## config.mk

```make
export PLATFORM = sky130hd
export DESIGN_NAME = fpu_req_arbiter_flat
export DESIGN_NICKNAME = d
export VERILOG_FILES = /design/src/rtl/fpu_req_arbiter_if.sv /design/src/rtl/fpu_req_arbiter.sv /design/src/flat_wrapper.sv
export SDC_FILE = /design/constraint.sdc
export NUM_CORES = 1
export LEC_CHECK = 0
export BUFFER_PORTS_ARGS = -buffer_cell sky130_fd_sc_hd__buf_2
export CORE_AREA = 2 2 175 177
export CTS_CLUSTER_SIZE = 10
export DETAILED_ROUTE_END_ITERATION = 12
export DIE_AREA = 0 0 177 179
export HOLD_SLACK_MARGIN = 0.15
export PLACE_DENSITY = 0.47
export SYNTH_ARGS = -nofsm -noshare
export SYNTH_HDL_FRONTEND = slang
export SYNTH_SLANG_ARGS = --single-unit
```

## constraint.sdc

```tcl
create_clock -name clk -period 3.3 [get_ports clk]
set_input_delay 0.33 -clock clk [delete_from_list [all_inputs] [get_ports clk]]
set_output_delay 0.33 -clock clk [all_outputs]
set_load 0.1 [all_outputs]
```

## src/rtl/fpu_req_arbiter_if.sv

```systemverilog
// fpu_req_arbiter_if: requester-side request/response bundle for the FPU arbiter
interface fpu_req_arbiter_if #(parameter int NUM_REQ = 4);
  logic [NUM_REQ-1:0]    req_valid;
  logic [NUM_REQ-1:0]    req_ready;
  logic [3*NUM_REQ-1:0]  req_op;
  logic [2*NUM_REQ-1:0]  req_rmode;
  logic [32*NUM_REQ-1:0] req_opa;
  logic [32*NUM_REQ-1:0] req_opb;
  logic [NUM_REQ-1:0]    resp_valid;
  logic [NUM_REQ-1:0]    resp_ready;
  logic [31:0]           resp_data;
  logic [7:0]            resp_flags;
  logic                  resp_err;
  modport master (
    output req_valid, req_op, req_rmode, req_opa, req_opb, resp_ready,
    input  req_ready, resp_valid, resp_data, resp_flags, resp_err
  );
  modport slave (
    input  req_valid, req_op, req_rmode, req_opa, req_opb, resp_ready,
    output req_ready, resp_valid, resp_data, resp_flags, resp_err
  );
endinterface

```

## src/rtl/fpu_req_arbiter.sv

```systemverilog
// fpu_req_arbiter: round-robin sharing of one single-issue FPU among NUM_REQ requesters
module fpu_req_arbiter #(
  parameter int NUM_REQ     = 4,
  parameter int FPU_LATENCY = 4
) (
  input  logic               clk,
  input  logic               rst,
  fpu_req_arbiter_if.slave   bus,
  output logic [2:0]         o_fpu_op,
  output logic [1:0]         o_fpu_rmode,
  output logic [31:0]        o_fpu_opa,
  output logic [31:0]        o_fpu_opb,
  input  logic [31:0]        i_fpu_out,
  input  logic [7:0]         i_fpu_flags,
  output logic               o_busy
);
  localparam int IW = (NUM_REQ > 1) ? $clog2(NUM_REQ) : 1;
  localparam int CW = (FPU_LATENCY > 1) ? $clog2(FPU_LATENCY) : 1;
  typedef enum logic [1:0] {IDLE, EXEC, RESP} state_t;
  state_t          r_state, w_next;
  logic [IW-1:0]   r_ptr, r_owner, w_gidx;
  logic [IW:0]     w_sum, w_idx;
  logic [CW-1:0]   r_cnt;
  logic [31:0]     r_resp_data;
  logic [7:0]      r_resp_flags;
  logic            r_resp_err;
  logic            w_found, w_hs, w_illegal, w_done;
  logic [NUM_REQ-1:0] w_one;
  assign w_one = {{(NUM_REQ-1){1'b0}}, 1'b1};
  // Scan downward so the lowest offset from r_ptr is the last (winning) assignment
  always_comb begin
    w_gidx = '0;
    w_sum  = '0;
    w_idx  = '0;
    for (int k = NUM_REQ-1; k >= 0; k--) begin
      w_sum = {1'b0, r_ptr} + (IW+1)'(k);
      w_idx = (w_sum >= (IW+1)'(NUM_REQ)) ? w_sum - (IW+1)'(NUM_REQ) : w_sum;
      if (bus.req_valid[w_idx[IW-1:0]]) w_gidx = w_idx[IW-1:0];
    end
    w_found = |bus.req_valid;
  end
  assign w_hs      = (r_state == IDLE) && w_found;
  assign w_illegal = bus.req_op[3*w_gidx+2];
  assign w_done    = r_cnt == CW'(FPU_LATENCY-1);
  assign bus.req_ready  = (r_state == IDLE && !rst && w_found) ? w_one << w_gidx : '0;
  assign bus.resp_valid = (r_state == RESP) ? w_one << r_owner : '0;
  assign bus.resp_data  = r_resp_data;
  assign bus.resp_flags = r_resp_flags;
  assign bus.resp_err   = r_resp_err;
  assign o_busy         = r_state != IDLE;
  always_comb begin
    w_next = r_state;
    w_next = (r_state == IDLE) ? (w_hs ? (w_illegal ? RESP : EXEC) : IDLE)
           : (r_state == EXEC) ? (w_done ? RESP : EXEC)
           : (bus.resp_ready[r_owner] ? IDLE : RESP);
  end
  always_ff @(posedge clk) r_state <= rst ? IDLE : w_next;
  always_ff @(posedge clk) begin
    if (rst) begin
      r_ptr        <= '0;
      r_owner      <= '0;
      r_cnt        <= '0;
      r_resp_data  <= '0;
      r_resp_flags <= '0;
      r_resp_err   <= 1'b0;
      o_fpu_op     <= '0;
      o_fpu_rmode  <= '0;
      o_fpu_opa    <= '0;
      o_fpu_opb    <= '0;
    end else begin
      if (w_hs) begin
        r_owner <= w_gidx;
        r_ptr   <= (w_gidx == IW'(NUM_REQ-1)) ? '0 : w_gidx + 1'b1;
        r_cnt   <= '0;
        if (w_illegal) begin
          r_resp_data  <= '0;
          r_resp_flags <= '0;
          r_resp_err   <= 1'b1;
        end else begin
          o_fpu_op    <= bus.req_op[3*w_gidx +: 3];
          o_fpu_rmode <= bus.req_rmode[2*w_gidx +: 2];
          o_fpu_opa   <= bus.req_opa[32*w_gidx +: 32];
          o_fpu_opb   <= bus.req_opb[32*w_gidx +: 32];
        end
      end
      if (r_state == EXEC) begin
        r_cnt <= r_cnt + 1'b1;
        if (w_done) begin
          r_resp_data  <= i_fpu_out;
          r_resp_flags <= i_fpu_flags;
          r_resp_err   <= 1'b0;
        end
      end
    end
  end
endmodule

```

## src/flat_wrapper.sv

```systemverilog
// flat-port wrapper written by rule: the top's interface ports become plain ports
module fpu_req_arbiter_flat 
#(
  parameter int NUM_REQ     = 4,
  parameter int FPU_LATENCY = 4
)
  (clk, rst, o_fpu_op, o_fpu_rmode, o_fpu_opa, o_fpu_opb, i_fpu_out, i_fpu_flags, o_busy, bus_req_valid, bus_req_op, bus_req_rmode, bus_req_opa, bus_req_opb, bus_resp_ready, bus_req_ready, bus_resp_valid, bus_resp_data, bus_resp_flags, bus_resp_err);
  fpu_req_arbiter_if #(.NUM_REQ(NUM_REQ)) bus_i ();
  input  logic clk;
  input  logic rst;
  output logic [2:0] o_fpu_op;
  output logic [1:0] o_fpu_rmode;
  output logic [31:0] o_fpu_opa;
  output logic [31:0] o_fpu_opb;
  input  logic [31:0] i_fpu_out;
  input  logic [7:0] i_fpu_flags;
  output logic o_busy;
  input wire logic [$bits(bus_i.req_valid)-1:0] bus_req_valid;
  input wire logic [$bits(bus_i.req_op)-1:0] bus_req_op;
  input wire logic [$bits(bus_i.req_rmode)-1:0] bus_req_rmode;
  input wire logic [$bits(bus_i.req_opa)-1:0] bus_req_opa;
  input wire logic [$bits(bus_i.req_opb)-1:0] bus_req_opb;
  input wire logic [$bits(bus_i.resp_ready)-1:0] bus_resp_ready;
  output wire logic [$bits(bus_i.req_ready)-1:0] bus_req_ready;
  output wire logic [$bits(bus_i.resp_valid)-1:0] bus_resp_valid;
  output wire logic [$bits(bus_i.resp_data)-1:0] bus_resp_data;
  output wire logic [$bits(bus_i.resp_flags)-1:0] bus_resp_flags;
  output wire logic [$bits(bus_i.resp_err)-1:0] bus_resp_err;
  assign bus_i.req_valid = bus_req_valid;
  assign bus_i.req_op = bus_req_op;
  assign bus_i.req_rmode = bus_req_rmode;
  assign bus_i.req_opa = bus_req_opa;
  assign bus_i.req_opb = bus_req_opb;
  assign bus_i.resp_ready = bus_resp_ready;
  assign bus_req_ready = bus_i.req_ready;
  assign bus_resp_valid = bus_i.resp_valid;
  assign bus_resp_data = bus_i.resp_data;
  assign bus_resp_flags = bus_i.resp_flags;
  assign bus_resp_err = bus_i.resp_err;
  fpu_req_arbiter #(.NUM_REQ(NUM_REQ), .FPU_LATENCY(FPU_LATENCY)) u_core (.clk(clk), .rst(rst), .bus(bus_i), .o_fpu_op(o_fpu_op), .o_fpu_rmode(o_fpu_rmode), .o_fpu_opa(o_fpu_opa), .o_fpu_opb(o_fpu_opb), .i_fpu_out(i_fpu_out), .i_fpu_flags(i_fpu_flags), .o_busy(o_busy));
endmodule
```

# After elaboration in Yosys (flattened, before gate mapping)

Index checks and enable logic that the tools add are counted.

Reduce and logical (&&, ||, !) cells: 9
Bitwise logic cells: 1
Eq/ne operators: 4
Multipliers: 1
Shift operators: 6
Mux-type cells: 43
Divide/modulo/power cells: 0
$lt $le $gt $ge: 10
Add/subtract/negate cells: 10

Operators with widths:

| cell                  | number |
|---|---|
| $shiftx A128 B8 Y32   | 2 |
| $mux W32              | 4 |
| $mux W2               | 17 |
| $lt A32 B5 Y1 const B | 1 |
| $mux W8               | 4 |
| $lt A2 B3 Y1 const B  | 5 |
| $shiftx A12 B5 Y3     | 1 |
| $bmux W1 S2           | 5 |
| $mux W1               | 10 |
| $ge A3 B3 Y1 const B  | 3 |
| $mux W4               | 2 |
| $shiftx A8 B4 Y2      | 1 |
| $shl A1 B2 Y4 const A | 2 |
| $sub A2 B1 Y2 const B | 4 |
| $add A2 B2 Y3 const B | 2 |
| $eq A2 B2 Y1 const B  | 3 |
| $add A4 B2 Y5 const B | 1 |
| $add A2 B1 Y2 const B | 2 |
| $bmux W1 S4           | 1 |
| $mul A2 B2 Y4 const A | 1 |
| $reduce_bool A2 Y1    | 2 |
| $reduce_or A4 Y1      | 1 |
| $add A2 B1 Y3 const B | 1 |
| $ge A2 B3 Y1 const B  | 1 |
| other kinds (6)       | 8 |

Logic and storage cells: 95
Flip-flop bits (word level): 118
Bits in read-only memories: 0
Memories: 0
Memory bits (writable): 0
Latch bits: 0

# Logic depth before layout (Yosys ltp)

Gate-level depths: netlist (run 1).

Depth in word-level cells: 17
Gate-level depth with buffers: 15
Gate-level depth less buffers: 11

# Worst setup path after synthesis (run 1)

Ideal clock, no wire load.

Path type: flip-flop to output port
From: register u_core.r_state[1]
To: output port bus_resp_valid[0]
Setup slack: -0.540 ns
Arrival: 3.510 ns
Required time: 2.970 ns
Stages on the path, launching flop included: 2
Cells stage by stage: dfxtp_1 -> nor4b_1

Cells in the longest elaborated chain, start to end: 2

RTL lines:

| item                   | line                  | text |
|---|---|---|
| start, declared        | fpu_req_arbiter.sv:20 | `state_t r_state, w_next;` |
| start signal, assigned | fpu_req_arbiter.sv:57 | `always_ff @(posedge clk) r_state <= rst ? IDLE : w_next;` |
| $eq A2 B2 Y1           | fpu_req_arbiter.sv:46 | `assign bus.resp_valid = (r_state == RESP) ? w_one << r_owner : '0;` |
| $mux W4                | fpu_req_arbiter.sv:46 |  |
| end, declared          | flat_wrapper.sv:25    | `output wire logic [$bits(bus_i.resp_valid)-1:0] bus_resp_valid;` |

Every way passes these cells.

# Worst setup path after layout (run 1)

From: register u_core.r_ptr[1]
To: output port bus_req_ready[1]

Cells in the longest elaborated chain, start to end: 11
Elaborated cells on any way between the ends: 29
Those cells by class: add/sub: 7; order compare: 4; shift: 1; mux: 17

RTL lines:

| item                                                 | line                  | text |
|---|---|---|
| start, declared                                      | fpu_req_arbiter.sv:21 | `logic [IW-1:0] r_ptr, r_owner, w_gidx;` |
| start signal, assigned                               | fpu_req_arbiter.sv:73 | `r_ptr <= (w_gidx == IW'(NUM_REQ-1)) ? '0 : w_gidx + 1'b1;` |
| $add A2 B2 Y3                                        | fpu_req_arbiter.sv:36 | `w_sum = {1'b0, r_ptr} + (IW+1)'(k);` |
| $ge A3 B3 Y1 / $sub A2 B1 Y2 (equally long branches) | fpu_req_arbiter.sv:37 | `w_idx = (w_sum >= (IW+1)'(NUM_REQ)) ? w_sum - (IW+1)'(NUM_REQ) : w_sum;` |
| $mux W2                                              | fpu_req_arbiter.sv:37 |  |
| $bmux W1 S2                                          | fpu_req_arbiter.sv:38 | `if (bus.req_valid[w_idx[IW-1:0]]) w_gidx = w_idx[IW-1:0];` |
| $mux W1 (implied by the code)                        | fpu_req_arbiter.sv:38 |  |
| $mux W2 (3 in series)                                | fpu_req_arbiter.sv:38 |  |
| $mux W2 *                                            | fpu_req_arbiter.sv:38 |  |
| $shl A1 B2 Y4 *                                      | fpu_req_arbiter.sv:45 | `assign bus.req_ready = (r_state == IDLE && !rst && w_found) ? w_one << w_gidx : '0;` |
| $mux W4 *                                            | fpu_req_arbiter.sv:45 |  |
| end, declared                                        | flat_wrapper.sv:24    | `output wire logic [$bits(bus_i.req_ready)-1:0] bus_req_ready;` |

Every way passes the cells marked *; elsewhere a longest branch is shown, timed or not. The select of a mux whose other input is x is not followed.

==> results.cfg, run 1 <==
[global_route]
grt_usage_pct = 16.8
grt_pass1_vias = 7717
grt_pass1_wl_um = 41600
grt_max_degree = 145
overflow = 0
grt_antenna_before_repair = 4

[synthesis]
synthArstFlopShare_pct = 0
synthCells = 867
yosysUniqueCellTypes = 36
netlist_area_mm2 = 0.00698
yosysMostFrequentCell = nand2_1
ys_warn_count = 0
syn_nets = 1199
ys.flop_type = dfxtp_1
synth_seq_cells = 118
synth_largest_area_cell = dfxtp_1
syn_avg_cell_area_um2 = 8.05
ys_seq_area_share_pct = 33.9
synth_area_leaders = dfxtp_1 (34%), nand2_1 (15%), mux2i_1 (10%), a311o_1 (9.9%), nand2b_1 (6.5%)
synth_commonest_cells = nand2_1 (281), dfxtp_1 (118), nand2b_1 (73)
synth_edf_count = 0
synth_top_area_share_pct = 33.9

[setup_path]
critPathLaunchType = flip-flop
crit_type = flip-flop to output port
required_ns = 2.97
cp.arrival_ns = 2.64
crit_fanout = 144
endpoint_kind = output port
rrSetupSlack_ns = 0.45

[floorplan]
ios = 445
rows = 64
start_util_pct = 23.2
core_mm2 = 0.0300
die_area_mm2 = 0.0317
dieWidth_um = 177
die_h_um = 179

[clock_network]
ctsResizeCount = 0
cts_root_buf = clkbuf_16
clockBufferDepth = 2
cts_buffers = 17
cts_hold_buf = 40
clkSinkCount = 118
h-tree-depth = 4
clk_latency_ns = 0.42
cts_setup_buffers = 0
clkSlewWorstSetupHoldPaths_ns = 0.06
cts_tree = built

[routing]
drt_iter0_drc = 334
post_drt_wl_per_cell_um = 16.5
first_pass_iters = 5
drt-total-wl_um = 28200
post_drt_via_cell_ratio = 4.66
drc = 0
postRouteAntennaNets = 0
vias = 7986

[timing]
rsz0062_at_grt = false
fin_crit_ns = 2.97
finalSetupViolCount = 0
finClkSkew_ns = 0.0148
slew-limit-headroom_pct = 52.4
worst_pin_slew_ns = 0.714
fmax_ghz = 0.336
fin_setup_tns_ns = 0
final_max_slew_viol_count = 0
hold_viol = 0
layout_worst_path_cycle_share_pct = 90.1

[place]
post-dp-hpwl_um = 20300
numPortBuffers = 444
gp_congestion = 0.791

[cells_and_area]
final_core_util_pct = 35.0
final_layout_size_suffix_gt1_share_pct = 38.4
area_delta_synth_final_pct = 50.6
final_nets = 1631

[run_status]
status = finished, final reports clean

[power]
irDropWorstVdd_mv = 0.616
power_mw = 11.4
leakagePower_nw = 5.36
power.density_mw_per_mm2 = 1090

[hold_path]
hp-class = input pin to flip-flop

[run]
cap_violations = 0
==> power by group <==
group | internal, mW | total, mW | switching (mW)
clock | 1.15 | 1.92 | 0.768
sequential | 1.89 | 2.14 | 0.251
combinational | 1.83 | 7.37 | 5.54
==> placed cells by master, fill, tap and decap left out, types with 2 or more instances in the layout <==
| cell | count |
|---|---|
| clkbuf_16 | 17 |
| buf_12 | 4 |
| a311o_1 | 69 |
| nor2_1 | 8 |
| ha_1 | 6 |
| mux4_2 | 2 |
| and3_1 | 69 |
| inv_8 | 2 |
| nor4bb_2 | 2 |
| inv_6 | 4 |
| bufinv_16 | 2 |
| diode_2 | 4 |
| nand3_1 | 3 |
| a221oi_2 | 2 |
| clkinv_4 | 4 |
| nand2_1 | 280 |
| a32o_1 | 40 |
| buf_2 | 443 |
| nor2b_1 | 3 |
| and2_1 | 4 |
| a21boi_1 | 2 |
| o21bai_1 | 2 |
| mux2i_1 | 72 |
| nand2b_1 | 73 |
| buf_4 | 10 |
| a21oi_1 | 8 |
| inv_1 | 4 |
| dlygate4sd3_1 | 40 |
| clkinvlp_4 | 2 |
| dfxtp_1 | 118 |
==> final timing paths <==
kind,from,endpoint,cells after the start
worst max-delay path,u_core.r_ptr[1],bus_req_ready[1],7
worst min-delay path,bus_req_opb[48],u_core.o_fpu_opb[16],4
worst max register to register,u_core.r_ptr[1],u_core.o_fpu_opb[21],12
worst min register to register,u_core.bus.resp_err,u_core.bus.resp_err,2
==> sequential cells by signal, summed over array words and instances, names as in the netlist <==
register and count:
u_core.bus.resp_data 32, u_core.bus.resp_err 1, u_core.bus.resp_flags 8, u_core.o_fpu_op 3, u_core.o_fpu_opa 32, u_core.o_fpu_opb 32
u_core.o_fpu_rmode 2, u_core.r_cnt 2, u_core.r_owner 2, u_core.r_ptr 2, u_core.r_state 2
==> layer usage <==
| layer | GRT usage, % | up-vias | share of wire (%) |
|---|---|---|---|
| li1 | - | 3931 | - |
| met5 | 0 | - | 0.046 |
| met3 | 3.88 | 47 | 6.4 |
| met4 | 6.40 | 2 | 2.5 |
| met2 | 29.3 | 302 | 50 |
| met1 | 19.8 | 3704 | 41 |
==> layout make-up <==
class | instances | area, µm²
fill | 3255 | 19500
multi-input combinational | 659 | 4230
timing repair buffer | 497 | 2770
sequential | 118 | 2360
tap | 396 | 495
clock buffer | 18 | 439
clock inverter | 14 | 164
inverter | 6 | 30.0
antenna | 4 | 10.0
==> worst max-delay path: stages, from the launching register on <==
cell and delay (ns):
dfxtp_1 0.42, nand2_1 0.08, a221o_1 0.36, nand2_4 0.10
buf_12 0.46, ha_1 0.23, and2_1 0.11, buf_2 0.42
==> metrics by stage <==
step	instances	hold WS, ns	setup slack (ns)	instance area [µm²]
4_1_cts	1708	0.283	0.306	10500
3_5_place_dp	1636	0.443	0.391	9490
6_report	1712	0.308	0.326	10500
5_1_grt	1710	0.312	0.153	10500
3_3_place_gp	1636	0.428	0.453	9490
2_1_floorplan	867	0.452	0.283	7000
==> cells by family after synthesis <==
group	after synthesis	synth area share, %
flip-flops	118	33.9
AND/OR/NAND/NOR	449	30.1
multiplexers	74	11.0
AO/OA/AOI/OAI	130	17.9
adder cells (fa/ha/maj)	6	1.08
buffers and inverters	90	6.15
No activity file was read; power rests on OpenSTA's default activity.
==> inputs of run 2 (changes only) <==
Clock period 3.3 ns to 3.4 ns, I/O delays scaled along.
==> results.cfg, run 2 (synthesis results as in run 1) <==
[cells_and_area]
final_common_cell = buf_2
final_area_mm2 = 0.0106
layout_common_cells = buf_2 (443), nand2_1 (280), dfxtp_1 (118)
final_nets = 1631
area_delta_synth_final_pct = 51.3
final_layout_size_suffix_gt1_share_pct = 38.4

[floorplan]
start_util_pct = 23.2
rows = 64
core_mm2 = 0.0300
die_area_mm2 = 0.0317
ios = 445
die_h_um = 179
dieWidth_um = 177

[timing]
whs_ns = 0.197
fin_crit_ns = 3.02
slew-limit-headroom_pct = 48.9
worst_pin_slew_ns = 0.766
finalSetupViolCount = 0
hold_viol = 0
final_max_slew_viol_count = 0
fin_setup_tns_ns = 0
finClkSkew_ns = 0.0115
fmax_ghz = 0.332
layout_worst_path_cycle_share_pct = 88.7
rsz0062_at_grt = false

[routing]
drc = 0
vias = 7881
post_drt_via_cell_ratio = 4.61
post_drt_wl_per_cell_um = 16.6
wl_met3_um = 1830
highest_layer = met4
wl_met1_um = 12000
first_pass_iters = 4
drt-total-wl_um = 28300
wl_met2_um = 13900
drt_iter0_drc = 351
postRouteAntennaNets = 0

[setup_path]
cp_slowest_cell = buf_12
critPathLaunchType = flip-flop
crit_type = flip-flop to output port
crit_fanout = 144
endpoint_kind = output port
rrSetupSlack_ns = 0.45
crit_path_cell_trace = nand2_1 > a221o_1 > nand2_4 > buf_12 > ha_1 > and2_1 > buf_2
max_stage_delay_ns = 0.46
cp.arrival_ns = 2.68
required_ns = 3.06

[global_route]
grt_max_degree = 145
grt_pass1_vias = 7628
grt_antenna_before_repair = 1
grt_pass1_wl_um = 41900
grt_usage_pct = 16.9
overflow = 0

[place]
gp_congestion = 0.792
numPortBuffers = 444
post-dp-hpwl_um = 20200
placed_cell_area_mm2 = 0.00951

[clock_network]
clockBufferDepth = 2
cts_buffers = 17
cts_tree = built
h-tree-depth = 4
cts_root_buf = clkbuf_16
clkSlewWorstSetupHoldPaths_ns = 0.06
clk_latency_ns = 0.41
clkSinkCount = 118

[run_status]
status = finished, final reports clean

[power]
power.density_mw_per_mm2 = 1070
leakagePower_nw = 5.39
irDropWorstVdd_mv = 0.550

[hold_path]
hp-class = input pin to flip-flop

[run]
cap_violations = 0
[run 2: worst max-delay path: cells and delay by family (launching register included)]
kind            cells  cell delay [ns]
compound gates      1             0.36
buf+inv             2             0.89
flops               1             0.43
fa+ha+maj           1             0.24
simple gates        3             0.29
[run 2: metrics by stage]
step	worst slack, ns	cells	utilization (%)	power, mW
final	0.384	1709	35.1	11.3
after global routing	0.225	1709	35.1	11.8
after global placement	0.485	1636	31.7	9.26
after CTS	0.356	1708	35.1	11.4
after floorplan	0.383	867	-	7.94
after detailed placement	0.411	1636	31.7	9.29
[run 2: path summary, 6_finish.rpt]
| kind | depth (start not counted) | start | end |
|---|---|---|---|
| max | 7 | u_core.r_ptr[1] | bus_req_ready[1] |
| min | 2 | rst | u_core.r_state[1] |
| max reg2reg | 9 | u_core.r_ptr[1] | u_core.o_fpu_opb[13] |
| min reg2reg | 2 | u_core.bus.resp_err | u_core.bus.resp_err |
[run 2: area by class of cell]
type | count | area (µm²)
well taps | 396 | 495
multi-input cells | 659 | 4230
inverters | 6 | 30.0
fillers | 3203 | 19500
repair buffers | 497 | 2790
flip-flops and latches | 118 | 2360
clock inverters | 15 | 218
diodes | 1 | 2.50
clock buffers | 17 | 425
[run 2: layer usage]
metal	track usage, %	vias up
li1	-	3926
met1	20.6	3635
met2	29.2	287
met3	3.71	33
met4	6.10	0
met5	0	-
[run 2: report_power, final]
group / internal [mW] / switching, mW / total, mW
Combinational: 1.78 / 5.39 / 7.16
Sequential: 1.84 / 0.246 / 2.08
Clock: 1.25 / 0.755 / 2.00
[run 2: repair_timing]
action,4_1_cts,5_1_grt
setup buffers,0,0
hold endpoints to repair,40,0
hold buffers,40,0
resized for setup,0,0
setup endpoints to repair,0,0
